$ cat config.mk
export PLATFORM = sky130hd
export DESIGN_NAME = mem_access_sequencer
export DESIGN_NICKNAME = d
export VERILOG_FILES = /design/src/rtl/mem_access_sequencer_pkg.sv /design/src/rtl/mem_access_sequencer_load_align_extend.sv /design/src/rtl/mem_access_sequencer.sv
export SDC_FILE = /design/constraint.sdc
export NUM_CORES = 1
export LEC_CHECK = 0
export ABC_CLOCK_PERIOD_IN_PS = 4100
export BUFFER_PORTS_ARGS = -buffer_cell sky130_fd_sc_hd__buf_2
export CAP_MARGIN = 20
export CORE_ASPECT_RATIO = 0.7
export CORE_MARGIN = 2
export CORE_UTILIZATION = 50
export DETAILED_ROUTE_END_ITERATION = 6
export PLACE_DENSITY = 0.77
export SLEW_MARGIN = 0
export SYNTH_ARGS = -nofsm -noshare
export SYNTH_HDL_FRONTEND = slang
export SYNTH_SLANG_ARGS = --single-unit
$ cat constraint.sdc
create_clock -name clk -period 4.1 [get_ports clk]
set_clock_uncertainty 0.1 [all_clocks]
set_input_delay 0.205 -clock clk [delete_from_list [all_inputs] [get_ports clk]]
set_output_delay 0.205 -clock clk [all_outputs]
set_load 0.02 [all_outputs]
$ cat src/rtl/mem_access_sequencer_pkg.sv
// Shared definitions for the MEM-stage access sequencer.
//   - access-size encodings (size_e)
//   - FSM state encodings (state_e)
//   - latched request fields (req_t)
//   - lane_mask(): byte-lane mask of an access across a two-word (8-lane) window
package mem_access_sequencer_pkg;

    localparam int NUM_LANES = 4;
    localparam int LANE_W    = 8;

    typedef enum logic [1:0] {
        SIZE_B = 2'b00,
        SIZE_H = 2'b01,
        SIZE_W = 2'b10,
        SIZE_X = 2'b11
    } size_e;

    typedef enum logic [2:0] {
        S_IDLE = 3'd0,
        S_LO   = 3'd1,
        S_HI   = 3'd2,
        S_RESP = 3'd3,
        S_ERR  = 3'd4
    } state_e;

    typedef struct packed {
        size_e       size;
        logic        we;
        logic        is_unsigned;
        logic [31:0] wdata;
    } req_t;

    // Bits [3:0] are lanes of the addressed word, bits [7:4] lanes of the next
    // word. The illegal size yields an empty mask; such requests never reach
    // a memory cycle anyway.
    function automatic logic [7:0] lane_mask(input logic [1:0] size, input logic [1:0] off);
        logic [7:0] base;
        case (size)
            SIZE_B:  base = 8'h01;
            SIZE_H:  base = 8'h03;
            SIZE_W:  base = 8'h0F;
            default: base = 8'h00;
        endcase
        return base << off;
    endfunction

endpackage

$ cat src/rtl/mem_access_sequencer_load_align_extend.sv
// load_align_extend: purely combinational load-result formatter.
//   r64         in  64  read data window (hi word : lo word, or 0 : word)
//   off         in  2   byte offset of the access within the first word
//   size        in  2   access size encoding
//   is_unsigned in  1   1 zero-extend, 0 sign-extend
//   result      out 32  aligned and extended load value
module load_align_extend
    import mem_access_sequencer_pkg::*;
(
    input  logic [63:0] r64,
    input  logic [1:0]  off,
    input  logic [1:0]  size,
    input  logic        is_unsigned,
    output logic [31:0] result
);

    logic [31:0] sh;

    // Bring the first addressed byte down to lane 0.
    assign sh = 32'(r64 >> {off, 3'b000});

    always_comb begin
        result = '0;
        case (size)
            SIZE_B:  result = {{24{~is_unsigned & sh[7]}}, sh[7:0]};
            SIZE_H:  result = {{16{~is_unsigned & sh[15]}}, sh[15:0]};
            SIZE_W:  result = sh;
            default: result = '0;
        endcase
    end

endmodule

$ cat src/rtl/mem_access_sequencer.sv
// mem_access_sequencer: MEM-stage controller for a byte-enabled word memory.
// Accepts one load/store per request, drives one memory cycle (or two for a
// word-crossing access), then pulses a one-cycle response.
//   clk, reset              clock, synchronous active-high reset
//   req_valid/req_ready     request handshake; ready only while idle
//   req_addr/size/we/
//   req_unsigned/req_wdata  request fields, latched at accept
//   resp_valid/err/rdata    completion pulse, error flag, load result
//   mem_addr/be/we/re/wdata word-memory command
//   mem_rdata               read data, valid the cycle after mem_re
module mem_access_sequencer
    import mem_access_sequencer_pkg::*;
#(
    parameter bit ALLOW_MISALIGNED = 1'b1,
    parameter int ADDR_W           = 32
) (
    input  logic              clk,
    input  logic              reset,
    input  logic              req_valid,
    output logic              req_ready,
    input  logic [ADDR_W-1:0] req_addr,
    input  logic [1:0]        req_size,
    input  logic              req_we,
    input  logic              req_unsigned,
    input  logic [31:0]       req_wdata,
    output logic              resp_valid,
    output logic              resp_err,
    output logic [31:0]       resp_rdata,
    output logic [ADDR_W-3:0] mem_addr,
    output logic [3:0]        mem_be,
    output logic              mem_we,
    output logic              mem_re,
    output logic [31:0]       mem_wdata,
    input  logic [31:0]       mem_rdata
);

    localparam logic [ADDR_W-3:0] WORD_ONE = 1;

    state_e            state, state_nxt;
    logic [ADDR_W-1:0] addr_q;
    req_t              req_q;
    logic [31:0]       lo_buf;

    logic [1:0]        off;
    logic [7:0]        mask8;
    logic              split;
    logic [63:0]       w64;
    logic [ADDR_W-3:0] word_a, word_b;
    logic              in_split, in_reject;
    logic [63:0]       r64;
    logic [31:0]       ld_result;

    // Lane math on the latched request.
    assign off    = addr_q[1:0];
    assign mask8  = lane_mask(req_q.size, off);
    assign split  = |mask8[7:4];
    assign w64    = {32'b0, req_q.wdata} << {off, 3'b000};
    assign word_a = addr_q[ADDR_W-1:2];
    assign word_b = word_a + WORD_ONE;   // wraps at the top of the word space

    // Accept-time decision uses the live request, since it is latched on the same edge.
    assign in_split  = lane_mask(req_size, req_addr[1:0]) > 8'h0F;
    assign in_reject = (req_size == SIZE_X) || (in_split && !ALLOW_MISALIGNED);

    // In RESP, mem_rdata holds the last word read: the only word, or the HI word.
    assign r64 = split ? {mem_rdata, lo_buf} : {32'b0, mem_rdata};

    load_align_extend u_lae (
        .r64         (r64),
        .off         (off),
        .size        (req_q.size),
        .is_unsigned (req_q.is_unsigned),
        .result      (ld_result)
    );

    always_ff @(posedge clk) begin
        if (reset) state <= S_IDLE;
        else       state <= state_nxt;
    end

    always_ff @(posedge clk) begin
        if (reset) begin
            addr_q <= '0;
            req_q  <= '0;
            lo_buf <= '0;
        end else begin
            if (state == S_IDLE && req_valid) begin
                addr_q            <= req_addr;
                req_q.size        <= size_e'(req_size);
                req_q.we          <= req_we;
                req_q.is_unsigned <= req_unsigned;
                req_q.wdata       <= req_wdata;
            end
            // LO word read data arrives during HI.
            if (state == S_HI) lo_buf <= mem_rdata;
        end
    end

    always_comb begin
        state_nxt = state;
        case (state)
            S_IDLE:  if (req_valid) state_nxt = in_reject ? S_ERR : S_LO;
            S_LO:    state_nxt = split ? S_HI : S_RESP;
            S_HI:    state_nxt = S_RESP;
            S_RESP:  state_nxt = S_IDLE;
            S_ERR:   state_nxt = S_IDLE;
            default: state_nxt = S_IDLE;
        endcase
    end

    always_comb begin
        req_ready  = 1'b0;
        resp_valid = 1'b0;
        resp_err   = 1'b0;
        resp_rdata = '0;
        mem_addr   = '0;
        mem_be     = '0;
        mem_we     = 1'b0;
        mem_re     = 1'b0;
        mem_wdata  = '0;
        case (state)
            S_IDLE: req_ready = 1'b1;
            S_LO: begin
                mem_addr  = word_a;
                mem_be    = mask8[3:0];
                mem_we    = req_q.we;
                mem_re    = ~req_q.we;
                mem_wdata = w64[31:0];
            end
            S_HI: begin
                mem_addr  = word_b;
                mem_be    = mask8[7:4];
                mem_we    = req_q.we;
                mem_re    = ~req_q.we;
                mem_wdata = w64[63:32];
            end
            S_RESP: begin
                resp_valid = 1'b1;
                resp_rdata = req_q.we ? 32'b0 : ld_result;
            end
            S_ERR: begin
                resp_valid = 1'b1;
                resp_err   = 1'b1;
            end
            default: ;
        endcase
    end

endmodule

==> results of run 1 <==
[flip-flops by register name, indices dropped and copies added (netlist names)]
signal  cells
lo_buf     32
addr_q     32
state       3
req_q      36
[through the flow]
step / total power, mW / area [um2] / util, %
2_1_floorplan: 1.75 / 7270 / -
3_3_place_gp: 1.99 / 8280 / 58.9
3_5_place_dp: 2.00 / 8280 / 58.9
4_1_cts: 2.97 / 9130 / 65.0
5_1_grt: 3.13 / 9180 / 65.3
6_report: 2.98 / 9180 / 65.3
[placed cells by master (no fill, tap or decap), types with 4 or more instances in the layout]
master / count
a22o_1: 9
mux2_2: 12
o211ai_1: 8
o21a_1: 8
clkbuf_16: 9
and4_1: 4
dlygate4sd3_1: 55
buf_2: 204
dfxtp_1: 101
buf_4: 14
nand2b_1: 5
nand2_1: 280
nor3_1: 4
and3_1: 9
and2_1: 6
o22ai_1: 8
nand4_1: 10
a21oi_1: 149
o21ai_0: 65
mux4_2: 28
a31oi_1: 10
ha_1: 6
nor2_1: 42
a22oi_1: 4
mux2i_1: 55
o31ai_1: 5
nand3_1: 22
inv_1: 4
[worst paths after layout]
kind | from | endpoint | cells past startpoint
max | req_q[34] | resp_rdata[28] | 9
min | req_wdata[10] | req_q[10] | 3
max reg2reg | req_q[34] | state[0] | 8
min reg2reg | lo_buf[3] | lo_buf[3] | 2
[layout make-up]
type | count | area (um2)
clock buffers | 9 | 225
clock inverters | 7 | 95.1
fillers | 1239 | 4880
inverters | 6 | 22.5
multi-input cells | 793 | 4820
flip-flops and latches | 103 | 2070
well taps | 190 | 238
repair buffers | 274 | 1700
[power groups by stage]
stage                     combinational, mW  clock [mW]  sequential (mW)
after global placement                0.795           0             1.19
final                                 0.866       0.936             1.18
after detailed placement              0.807           0             1.20
after CTS                             0.849       0.948             1.17
after floorplan                       0.598           0             1.15
after global routing                  0.942       0.995             1.19
[logic make-up after synthesis]
logic type               Yosys count  synth area share (%)
buffers and inverters             87                  5.44
XOR/XNOR                           3                 0.361
AND/OR/NAND/NOR                  407                  24.7
flip-flops                       103                  28.4
adder cells (fa/ha/maj)            6                  1.03
multiplexers                      95                  18.1
AO/OA/AOI/OAI                    282                  22.0
[worst max-delay path: stages, from the launching register on]
cell and delay [ns]:
dfxtp_1 0.38, inv_1 0.09, ha_1 0.45, a21oi_1 0.47, mux2i_1 0.27, mux2i_1 0.12
a22o_2 0.29, a211oi_4 0.60, a21oi_1 0.15, buf_2 0.20
[timing repair]
item,CTS,global route
hold buffers,53,2
hold endpoints to repair,53,2
setup endpoints to repair,0,0
[metal layers]
metal	up-vias	part of all wire, %	GRT usage [%]
met5	-	0	0
met4	0	1.8	7.76
met3	44	9.5	7.47
met2	465	45	47.2
met1	3801	43	44.0
li1	3882	-	-
==> summary.md, run 1 <==
| Metric | Value |
|---|---|
| Fin crit share | `90.2%` |
| Crit end category | `primary output` |
| Pre-Repair DR Iteration Count | `5` |
| Detail Route Antenna Nets | `0` |
| Post-synth ARST share | `0%` |
| Die ar. | `15500 um2` |
| Syn Std Cell Area | `7270 um2` |
| Top cells by area in the synthesized netlist | `dfxtp_1 (28%), nand2_1 (15%), a21oi_1 (10%)` |
| Num CTS Buffers | `9` |
| Final HPWL DP | `16.3 mm` |
| Chip Height | `105 um` |
| Clock network fraction of design power | `31.4%` |
| Synth area leader | `dfxtp_1` |
| Hold Slack | `0.00665 ns` |
| Root buffer cell | `clkbuf_16` |
| Arr. time, crit path | `3.39 ns` |
| DRT iter0 DRCs | `814` |
| Grt ovf | `0` |
| CTS tree | `yes` |
| Final hold violations | `0` |
| Lkg Pwr | `3.74 nW` |
| Site Rows | `36` |
| Sw power | `1.07 mW` |
| First-pass GRT wire length | `39.2 mm` |
| Max-slew violation count | `0` |
| Synth warn | `0` |
| Post-Place Cells | `1310` |
| Total Routing Usage GR | `31.0%` |
| Boundary Pins | `206` |
| Synth Instances | `983` |
| Syn avg cell area | `7.40 um2` |
| Max clock buf depth | `2` |
| Pwr per Cell Area | `325 nW/um2` |
| Layout Cells excl Fill | `1382` |
| Slew of the pin with the lowest slew margin | `1.06 ns` |
| Fraction of layout instances using a drive strength above 1 | `24.6%` |
| DR vias/cell | `5.93` |
| Final setup margin | `0.401 ns` |
| CTS clk-pin slew, worst paths | `0.08 ns` |
| Post-synth top flop | `dfxtp_1` |
| DRC | `0` |
| Htree depth | `3` |
| FMAX | `0.270 GHz` |
| EDFF count, synth | `0` |
| Initial antenna violation count | `0` |
| Yosys top cell area share | `28.4%` |
| Die width | `148 um` |
| Hold Path Class | `in -> reg` |
| Outcome | `complete, no violations` |
| Wire length per cell | `17.8 um` |
| Setup violators final | `0` |
| Worst reg-to-reg setup slack | `1.44 ns` |
| Routability Congestion | `0.903` |
| Post-CTS resize count | `0` |
| Syn nets | `1092` |
| Seq/Total Area, Yosys | `28.4%` |
| Crit Path Class | `reg -> out` |
| Startpoint Class | `register` |
| Worst EP required | `3.80 ns` |
| CP Max Fanout | `16` |
| Final worst path period need | `3.70 ns` |
| Largest net degree at the start of global routing | `104` |
| Combinational share of power | `29.1%` |
| Buffers added on ports | `205` |
| Number of max-cap violations | `0` |
| Antenna Cells | `0` |
| Top-count cell post-synth | `nand2_1` |
| Post-CTS Setup Bufs | `0` |
| Peak VDD IR | `247 uV` |
| Via count | `8192` |
| Core area | `14100 um2` |
| Sw Share | `35.9%` |
| Internal power | `1.91 mW` |
| Register share of total power | `39.5%` |
| Total routed wirelength | `24.6 mm` |
| Cell variety after synth | `58` |
| Nets | `1296` |
| Relative slew slack | `29.6%` |
| Initial Util | `51.7%` |
| Synthesized flop and latch total | `103` |
| Worst-Skew Late Latency | `0.35 ns` |
| Commonest cells post-synth | `nand2_1 (281), a21oi_1 (149), dfxtp_1 (103)` |
| RSZ-0062 raised after global routing | `false` |
| Count of clock tree sinks | `103` |
| Layout area overhead | `26.2%` |
| Vias in the first global route | `7476` |
| Pre-CTS setup slack | `0.815 ns` |
| Total negative slack | `0 ns` |
Power figures use the tool's default switching activity.
==> inputs of run 2 (changes only) <==
--- a/config.mk
+++ b/config.mk
@@ -8,10 +8,12 @@
 export ABC_CLOCK_PERIOD_IN_PS = 4100
 export BUFFER_PORTS_ARGS = -buffer_cell sky130_fd_sc_hd__buf_2
 export CAP_MARGIN = 20
-export CORE_ASPECT_RATIO = 0.7
+export CORE_ASPECT_RATIO = 1.25
 export CORE_MARGIN = 2
 export CORE_UTILIZATION = 50
+export CTS_CLUSTER_DIAMETER = 150
 export DETAILED_ROUTE_END_ITERATION = 6
+export GPL_TIMING_DRIVEN = 0
 export PLACE_DENSITY = 0.77
 export SLEW_MARGIN = 0
 export SYNTH_ARGS = -nofsm -noshare
==> summary.md, run 2 (synthesized netlist as in run 1, its figures left out) <==
| Metric | Value |
|---|---|
| Outcome | `complete, no violations` |
| Number of max-cap violations | `0` |
| Largest regs | `req_q (36), addr_q (32), lo_buf (32)` |
| Area occupied by multi-input gates | `4810 um2` |
| Htree depth | `3` |
| Nets | `1364` |
| DRT iter0 DRCs | `832` |
| Buffers added on ports | `205` |
| Chip Height | `139 um` |
| Die ar. | `15500 um2` |
| Max-slew violation count | `0` |
| Total negative slack | `0 ns` |
| Worst EP required | `3.80 ns` |
| Count of clock tree sinks | `103` |
| Crit path launch | `req_q[34]` |
| Core area | `14300 um2` |
| Initial Util | `50.9%` |
| CTS clk-pin slew, worst paths | `0.08 ns` |
| Hold Path Class | `in -> reg` |
| Kind of cell adding the most delay to the critical path | `compound AO/OA/AOI/OAI gates` |
| Total routed wirelength | `27.7 mm` |
| Largest register FFs | `36` |
| Startpoint Class | `register` |
| Via count | `8699` |
| Arr. time, crit path | `3.28 ns` |
| FMAX | `0.279 GHz` |
| Post-CTS Setup Bufs | `0` |
| Worst reg-to-reg setup slack | `1.40 ns` |
| Largest net degree at the start of global routing | `20` |
| Final hold violations | `0` |
| Wire length per cell | `19.2 um` |
| Die width | `112 um` |
| HP Start | `req_wdata[19]` |
| Boundary Pins | `206` |
| Root buffer cell | `clkbuf_16` |
| WP buf/inv | `3` |
| Worst hold stages | `3` |
| Vias in the first global route | `8166` |
| Setup violators final | `0` |
| Layout area overhead | `28.8%` |
| FF-to-FF Start | `req_q[34]` |
| DRC | `0` |
| Worst-Skew Late Latency | `0.36 ns` |
| Crit-path max cell delay | `0.43 ns` |
| Grt ovf | `0` |
| Antenna Cells | `0` |
| First-pass GRT wire length | `43.1 mm` |
| Routability Congestion | `0.965` |
| Slew of the pin with the lowest slew margin | `0.993 ns` |
| DR vias/cell | `6.05` |
| Sequential Area | `2060 um2` |
| Num CTS Buffers | `9` |
| Total Routing Usage GR | `34.9%` |
| Pwr per Cell Area | `320 nW/um2` |
| CP Max Fanout | `10` |
| Crit end category | `primary output` |
| Fill cells | `1278` |
| Most common cell after layout, fill and taps aside | `nand2_1` |
| Cells along the critical path | `inv_1, ha_1, a21oi_1, mux2i_1, mux2i_1, a22o_2, a211oi_4, buf_4, a21oi_1, buf_2` |
| Lkg Pwr | `3.87 nW` |
| CP max stage cell | `a211oi_4` |
| Largest register by flop count | `req_q` |
| Reg2Reg Depth | `8` |
| Commonest cells after routing, fill and taps aside | `nand2_1 (281), buf_2 (226), a21oi_1 (149), dfxtp_1 (103), o21ai_0 (65)` |
| Final HPWL DP | `19.8 mm` |
| Hold_buf cts | `56` |
| Final worst path period need | `3.59 ns` |
| Relative slew slack | `33.3%` |
| Fraction of layout instances using a drive strength above 1 | `24.2%` |
| Max clock buf depth | `2` |
| Post-CTS resize count | `0` |
| Worst r2r dst | `state[0]` |
| RSZ-0062 raised after global routing | `false` |
| Site Rows | `49` |
| Hold EP | `req_q[19]` |
| Detail Route Antenna Nets | `0` |
| Overall power | `2.99 mW` |
| Crit Path Class | `reg -> out` |
| Number of cells on the critical path | `10` |
| Fin crit share | `87.5%` |
| Initial antenna violation count | `0` |
| Pre-Repair DR Iteration Count | `5` |
| CTS tree | `yes` |
| Peak VDD IR | `187 uV` |
## run 2: cell types whose count changed in the layout (fill, tap and decap cells not counted), sizes merged
cell / before / now
inv: 8 / 9
dlygate4sd3: 55 / 56
clkbuf: 9 / 57
buf: 219 / 238
bufinv: 1 / 0
clkinvlp: 0 / 1
clkinv: 4 / 3
## run 2: cell type report
class	instances	area share [%]
flip-flops and latches	103	22.0
clock buffers	9	2.40
repair buffers	261	16.9
inverters	6	0.240
well taps	178	2.38
clock inverters	7	0.655
multi-input cells	793	51.4
plain buffers	81	3.98
## run 2: through the flow
step / cell area (um2) / hold WS, ns / cells / utilization (%) / setup WS, ns
after detailed placement: 8520 / 0.322 / 1366 / 59.6 / 0.965
after floorplan: 7270 / 0.187 / 983 / - / 1.48
after CTS: 9370 / 0.000190 / 1438 / 65.6 / 0.547
after global placement: 8520 / 0.323 / 1366 / 59.6 / 1.03
after global routing: 9370 / 0.00124 / 1438 / 65.6 / 0.339
final: 9370 / 0.00123 / 1438 / 65.6 / 0.513
## run 2: how the worst max path moves through the flow
stage | slack [ns] | end
6_report | 0.51 | resp_rdata[24]
2_1_floorplan | 1.48 | resp_rdata[20]
3_5_place_dp | 0.96 | resp_rdata[24]
3_3_place_gp | 1.03 | resp_rdata[25]
5_1_grt | 0.34 | resp_rdata[24]
4_1_cts | 0.55 | resp_rdata[24]
## run 2: worst reg2reg max path, stage by stage, from the launching register on
cell       delay [ns]
dfxtp_1          0.39
inv_1            0.10
ha_1             0.40
nand2b_1         0.24
a21oi_4          0.46
a21oi_2          0.07
buf_2            0.27
o21a_1           0.22
a2111oi_1        0.34
## run 2: report_power, final
group / switching, mW / internal [mW]
combinational: 0.598 / 0.358
clock: 0.452 / 0.427
sequential: 0.0811 / 1.08
total: 1.13 / 1.86
## run 2: per-layer routing
metal | track usage [%] | part of all wire, %
met1 | 43.8 | 37
met2 | 57.5 | 48
met4 | 18.0 | 4.3
met3 | 6.12 | 11
met5 | 0 | 0
